[config.mk]
export PLATFORM = sky130hd
export DESIGN_NAME = ysyx_22050598_ifu
export DESIGN_NICKNAME = d
export VERILOG_FILES = /design/src/rtl/ysyx_22050598_ifu.sv
export SDC_FILE = /design/constraint.sdc
export NUM_CORES = 1
export LEC_CHECK = 0
export CAP_MARGIN = 30
export CORE_AREA = 2 2 106 160
export DETAILED_ROUTE_END_ITERATION = 10
export DIE_AREA = 0 0 108 162
export PLACE_DENSITY = 0.85
export SYNTH_ARGS = -nofsm -noshare
export SYNTH_HDL_FRONTEND = slang
export SYNTH_SLANG_ARGS = --single-unit
[constraint.sdc]
create_clock -name clk -period 5.1 [get_ports clk]
set_input_delay 1.02 -clock clk [delete_from_list [all_inputs] [get_ports clk]]
set_output_delay 1.02 -clock clk [all_outputs]
set_load 0.05 [all_outputs]
[src/rtl/ysyx_22050598_ifu.sv]
// rtl/ysyx_22050598_ifu.sv - instruction fetch unit: PC owner, single-outstanding imem fetch, one-entry decode buffer
// Optional perf counters enabled by defining YSYX_22050598_IFU_PERF_EN.
module ysyx_22050598_ifu #(
    parameter int              PC_W     = 64,
    parameter logic [PC_W-1:0] RESET_PC = 64'h0000_0000_8000_0000
) (
    input  logic            clk,
    input  logic            rst_n,
    output logic            imem_req_valid,
    input  logic            imem_req_ready,
    output logic [PC_W-1:0] imem_req_addr,
    input  logic            imem_rsp_valid,
    input  logic [31:0]     imem_rsp_data,
    input  logic            imem_rsp_err,
    output logic            inst_valid,
    input  logic            inst_ready,
    output logic [31:0]     inst,
    output logic [PC_W-1:0] inst_pc,
    output logic            inst_fault,
    input  logic            redirect_valid,
    input  logic [PC_W-1:0] redirect_pc
`ifdef YSYX_22050598_IFU_PERF_EN
    ,
    output logic [63:0]     perf_fetch_cnt,
    output logic [63:0]     perf_stall_cnt
`endif
);

    typedef enum logic [1:0] {
        S_REQ,
        S_WAIT,
        S_HOLD
    } state_e;

    state_e          state_q, state_d;
    logic [PC_W-1:0] pc_q, pc_d;
    logic            kill_q, kill_d;
    logic            inst_valid_q, inst_valid_d;
    logic [31:0]     inst_q, inst_d;
    logic [PC_W-1:0] inst_pc_q, inst_pc_d;
    logic            inst_fault_q, inst_fault_d;

    logic req_fire;
    logic rsp_pending;
    logic inst_fire;

    // A misaligned pc (left by a misaligned redirect) parks fetch until the next redirect.
    assign imem_req_valid = rst_n & (state_q == S_REQ) & ~kill_q & (pc_q[1:0] == 2'b00);
    assign imem_req_addr  = pc_q;
    assign req_fire       = imem_req_valid & imem_req_ready;
    assign rsp_pending    = (state_q == S_WAIT) | kill_q;
    assign inst_fire      = inst_valid_q & inst_ready;

    assign inst_valid = inst_valid_q;
    assign inst       = inst_q;
    assign inst_pc    = inst_pc_q;
    assign inst_fault = inst_fault_q;

    always_comb begin
        state_d      = state_q;
        pc_d         = pc_q;
        kill_d       = kill_q;
        inst_valid_d = inst_valid_q;
        inst_d       = inst_q;
        inst_pc_d    = inst_pc_q;
        inst_fault_d = inst_fault_q;

        if (redirect_valid) begin
            pc_d         = redirect_pc;
            inst_valid_d = 1'b0;
            inst_d       = 32'h0;
            inst_pc_d    = '0;
            inst_fault_d = 1'b0;
            // kill marks exactly one response still owed by memory that must be dropped
            kill_d       = req_fire | (rsp_pending & ~imem_rsp_valid);
            if (redirect_pc[1:0] != 2'b00) begin
                state_d      = S_HOLD;
                inst_valid_d = 1'b1;
                inst_pc_d    = redirect_pc;
                inst_fault_d = 1'b1;
            end else begin
                state_d = kill_d ? S_WAIT : S_REQ;
            end
        end else begin
            if (kill_q && imem_rsp_valid) begin
                kill_d = 1'b0;
            end
            case (state_q)
                S_REQ: begin
                    if (req_fire) begin
                        state_d = S_WAIT;
                    end
                end
                S_WAIT: begin
                    if (imem_rsp_valid) begin
                        if (kill_q) begin
                            state_d = S_REQ;
                        end else begin
                            inst_valid_d = 1'b1;
                            inst_d       = imem_rsp_err ? 32'h0 : imem_rsp_data;
                            inst_pc_d    = pc_q;
                            inst_fault_d = imem_rsp_err;
                            pc_d         = pc_q + PC_W'(4);
                            state_d      = S_HOLD;
                        end
                    end
                end
                S_HOLD: begin
                    if (inst_fire) begin
                        inst_valid_d = 1'b0;
                        inst_d       = 32'h0;
                        inst_pc_d    = '0;
                        inst_fault_d = 1'b0;
                        state_d      = S_REQ;
                    end
                end
                default: state_d = S_REQ;
            endcase
        end
    end

    always_ff @(posedge clk) begin
        if (!rst_n) begin
            state_q      <= S_REQ;
            pc_q         <= RESET_PC;
            kill_q       <= 1'b0;
            inst_valid_q <= 1'b0;
            inst_q       <= 32'h0;
            inst_pc_q    <= '0;
            inst_fault_q <= 1'b0;
        end else begin
            state_q      <= state_d;
            pc_q         <= pc_d;
            kill_q       <= kill_d;
            inst_valid_q <= inst_valid_d;
            inst_q       <= inst_d;
            inst_pc_q    <= inst_pc_d;
            inst_fault_q <= inst_fault_d;
        end
    end

`ifdef YSYX_22050598_IFU_PERF_EN
    logic [63:0] perf_fetch_q, perf_fetch_d;
    logic [63:0] perf_stall_q, perf_stall_d;

    always_comb begin
        perf_fetch_d = perf_fetch_q;
        perf_stall_d = perf_stall_q;
        if (inst_fire && !redirect_valid) begin
            perf_fetch_d = perf_fetch_q + 64'd1;
        end
        if (inst_valid_q && !inst_ready) begin
            perf_stall_d = perf_stall_q + 64'd1;
        end
    end

    always_ff @(posedge clk) begin
        if (!rst_n) begin
            perf_fetch_q <= 64'd0;
            perf_stall_q <= 64'd0;
        end else begin
            perf_fetch_q <= perf_fetch_d;
            perf_stall_q <= perf_stall_d;
        end
    end

    assign perf_fetch_cnt = perf_fetch_q;
    assign perf_stall_cnt = perf_stall_q;
`endif

endmodule

---- After elaboration in Yosys (flattened, before gate mapping) ----
Cells that the tools add are included.
storage, ports and cells
  input bits .............................. 103
  logic and storage cells ................. 78
  output and inout port bits .............. 163
  bits in registers ....................... 165
operators by class
  eq/ne operators ......................... 10
  reductions and logical operators ........ 14
  add/subtract/negate cells ............... 1
  multiplexer cells ....................... 35
  bitwise operators ....................... 11
operator list
  operator               number
  $mux 64                9
  $mux 32                4
  $pmux 64 s2            1
  $add 64x3->64 const B  1
  $pmux 32 s2            1
  $mux 2                 6
  $ne 3x3->1 const B     4
  $mux 1                 11
  $reduce_bool 2->1      5
  $ne 2x2->1 const B     4
  $reduce_and 4->1       2
  $and 1x1->1            6
  $pmux 2 s3             1
  $reduce_and 3->1       2
  $logic_not 2->1        2
  $pmux 1 s2             2
  $not 1->1              3
  $reduce_bool 3->1      1
  $eq 2x1->1 const B     1
  $eq 2x2->1 const B     1
  $or 1x1->1             2
  $reduce_or 2->1        1
  $logic_and 1x1->1      1

---- Depth between registers and ports, before layout ----
  word-level depth ........................ 9
  gate-level depth with buffers ........... 8
  mapped depth without buffers ............ 5

---- Least setup slack after synthesis ----
Ideal clock, no wire load.
  kind .................................... in2out
  start ................................... input port rst_n
  end ..................................... output port imem_req_valid
  stages on the path ...................... 3
  data arrival time ....................... 1,948 ps
  setup slack ............................. 2,132 ps
  data required time ...................... 4,080 ps
  cell sequence ........................... clkbuf_1 clkbuf_1 and3b_1
between the ends
  word-level cells in the longest chain between the ends .. 3
ends and longest elaborated chain
  element                   RTL line  text
  start: declaration        8         input logic rst_n,
  $and 1x1->1 (3 in a row)  48        assign imem_req_valid = rst_n & (state_q == S_REQ) & ~kill_q & (pc_q[1:0] == 2'b00);
  end: declaration          9         output logic imem_req_valid,
No other way between the ends.

---- Worst setup path after layout ----
  start ................................... input port imem_rsp_valid
  end ..................................... register pc_q[47], in the netlist imem_req_addr[47]
between the ends
  word-level cells in the longest chain between the ends .. 2
ends and longest elaborated chain
  element                      RTL line  text
  start: declaration           12        input logic imem_rsp_valid,
  $reduce_bool 2->1 (no line)  --
  $reduce_and 3->1 (no line)   --
  end signal: assignment       133       pc_q <= pc_d;
  end: declaration             36        logic [PC_W-1:0] pc_q, pc_d;
No other way between the ends.
A chain may end at the register's enable or synchronous reset.

==> results.py <==
metrics = {
    "clocking": {
        "cts_buffers": 17,
        "cts_hold_buf": 0,
        "root_buffer": "clkbuf_16",
        "cts_sinks": 165,
        "cts_max_level": 4,
        "cts_tree": "done",
        "clkLatencyLatePin_ns": 0.43,
        "post_cts_buffers": 0,
        "clk_path_buf_depth": 2,
        "cts_resized": 0,
        "cts.clk_slew.worst_paths_ns": 0.07,
    },
    "route": {
        "route.detailed.drc": 0,
        "routedWlPerCell_um": 19.4,
        "vias": 8526,
        "drt-met1-wl_um": 9670,
        "first_pass_iters": 6,
        "route.met2.wl_um": 14300,
        "dr_wl_met3_um": 1810,
        "drtIter0Drc": 575,
        "top_layer_used": "met4",
        "ant_nets": 0,
        "viasPerCell": 6.16,
        "wirelength_um": 26900,
    },
    "critical_path": {
        "path_max_fanout": 21,
        "cp-end-kind": "flip-flop",
        "worst_setup_path_start_kind": "input port",
        "worstSetupPathType": "input port to flip-flop",
        "crit_required_ns": 5.41,
        "cp_data_arrival_time_ns": 4.12,
    },
    "status": {
        "status": "finished clean",
    },
    "placement": {
        "hpwl_um": 19200,
        "dp_cells": 1351,
        "port_buffers": 265,
        "place.gp.congestion": 0.906,
    },
    "global_routing": {
        "antenna_found_initial": 0,
        "grt_max_degree": 95,
        "grt_first_pass_wirelength_um": 42600,
        "grt_overflow": 0,
        "grt_pass1_vias": 8373,
        "track_usage": 0.306,
    },
    "sta": {
        "final_max_slew_viol_count": 0,
        "maxSlewHeadroom": 0.404,
        "final_hold_viol_count": 0,
        "period_share": 0.747,
        "max_freq_ghz": 0.262,
        "finClkSkew_ns": 0.0144,
        "setup_tns_ns": 0,
        "layout_min_cycle_time_ns": 3.81,
        "worst_slew_pin_slew_ns": 0.892,
        "setup_violations": 0,
        "rsz0062_at_grt": "false",
    },
    "synth": {
        "ys_seq_area_frac": 0.417,
        "yosysWarnings": 0,
        "synth-edff-count": 0,
        "synth.top_cell.area_share": 0.417,
        "synth-seq-cells": 165,
        "netlist_area_sq_um": 7930,
        "synthCells": 950,
        "ys_types": 59,
        "syn-num-nets": 1054,
        "synth_ff_type": "dfxtp_1",
        "avgSynthCellArea_sq_um": 8.35,
        "async_flop_share": 0,
        "yosys.area.top_type": "dfxtp_1",
        "synth_area_leaders": "dfxtp_1, a221oi_1, nor3b_1, nor2_1, nand3_1",
    },
    "pwr": {
        "ir_worst_vdd_mv": 0.209,
        "leakage_nw": 3.85,
        "power.density_nw_per_um2": 320,
    },
    "die": {
        "fp.dieH_um": 162,
        "die_area_sq_um": 17500,
        "coreArea_sq_um": 16000,
        "rows": 57,
        "initial_core_util": 0.494,
        "die_x_um": 108,
        "io_pins": 266,
    },
    "final_layout": {
        "final_core_util": 0.703,
        "final_cell_mix": "clkdlybuf4s50_1, dfxtp_1, nor2_1",
        "mostFrequentLayoutCell": "clkdlybuf4s50_1",
        "finalNetCount": 1268,
        "fill_cells": 1260,
        "final_cells": 1383,
        "drive_gt1_frac": 0.0552,
        "area_delta_synth_final_pct": 42.2,
        "insertedDiodeCount": 0,
    },
    "flow_run": {
        "maxCapViolCount": 0,
    },
    "hold_path": {
        "hp-class": "flip-flop to flip-flop",
    },
}
## cells by family after synthesis
| family | count (synthesis) | share of synthesized area |
|---|---|---|
| compound gates | 233 | 0.197 |
| xor+xnor | 30 | 0.0331 |
| fa+ha+maj | 1 | 0.00158 |
| buf+inv | 93 | 0.0459 |
| flops | 165 | 0.417 |
| mux | 5 | 0.00631 |
| simple gates | 423 | 0.299 |
## area by class of cell
type                            count  area, sq um  area share
Multi-Input combinational cell    692         4300       0.382
Inverter                           11         41.3     0.00366
Clock buffer                       20          447      0.0396
Clock inverter                     12          168      0.0149
Timing Repair Buffer              277         2760       0.244
Tap cell                          206          258      0.0229
Sequential cell                   165         3300       0.293
## Yosys cell counts, types with 6 or more instances
master and number:
or4_1 13, o211a_1 6, nor4_1 17, nand3_1 60, nand2_1 77, nor3b_1 66, nor3_1 17, a21oi_1 58
inv_1 11, and3_1 10, clkbuf_1 72, dfxtp_1 165, and4_1 12, xnor2_1 22, a221oi_1 63, o31ai_1 10
and2_1 12, nand4_1 16, nor2b_1 6, nor2_1 83, o21ai_0 57, xor2_1 8, a31oi_1 13
## where the power goes
part | switching [mW] | internal, mW | total [mW]
Combinational | 0.498 | 0.301 | 0.798
Sequential | 0.0927 | 1.37 | 1.46
Clock | 0.556 | 0.794 | 1.35
## path summary, 6_finish.rpt
check / startpoint / end / slack, ns / cells after the start
setup / recovery: imem_rsp_valid / imem_req_addr[47] / 1.29 / 6
hold / removal: inst[12] / inst[12] / 0.45 / 2
setup reg to reg: state_q[0] / imem_req_addr[47] / 1.97 / 5
hold reg to reg: inst[12] / inst[12] / 0.45 / 2
## worst max-delay path, cell delays in order
cell,delay (ns)
clkdlybuf4s50_1,0.51
and4bb_1,0.55
nand4_2,0.63
or4_4,0.77
or4b_1,0.49
o2111a_1,0.14
## per-layer routing
layer  GRT usage  vias up
li1            -     3973
met1       0.327     4097
met2       0.560      378
met3      0.0674       78
met4       0.145        0
met5           0        -
## stage by stage
| stage | hold slack [ns] | setup WS (ns) | instance area [sq um] | total power, mW |
|---|---|---|---|---|
| after floorplan | 0.483 | 2.13 | 7930 | 1.95 |
| after global placement | 0.437 | 0.962 | 10600 | 2.27 |
| after detailed placement | 0.442 | 0.917 | 10700 | 2.28 |
| after CTS | 0.452 | 1.30 | 11300 | 3.62 |
| after global routing | 0.470 | 1.12 | 11300 | 3.73 |
| final | 0.450 | 1.29 | 11300 | 3.61 |
## state kept, by name, summed over array words and instances, names as in the netlist
register / count
state_q: 2
inst_pc: 64
imem_req_addr: 64
inst: 32
inst_fault: 1
kill_q: 1
inst_valid: 1
(Power assumes the default switching activity.)
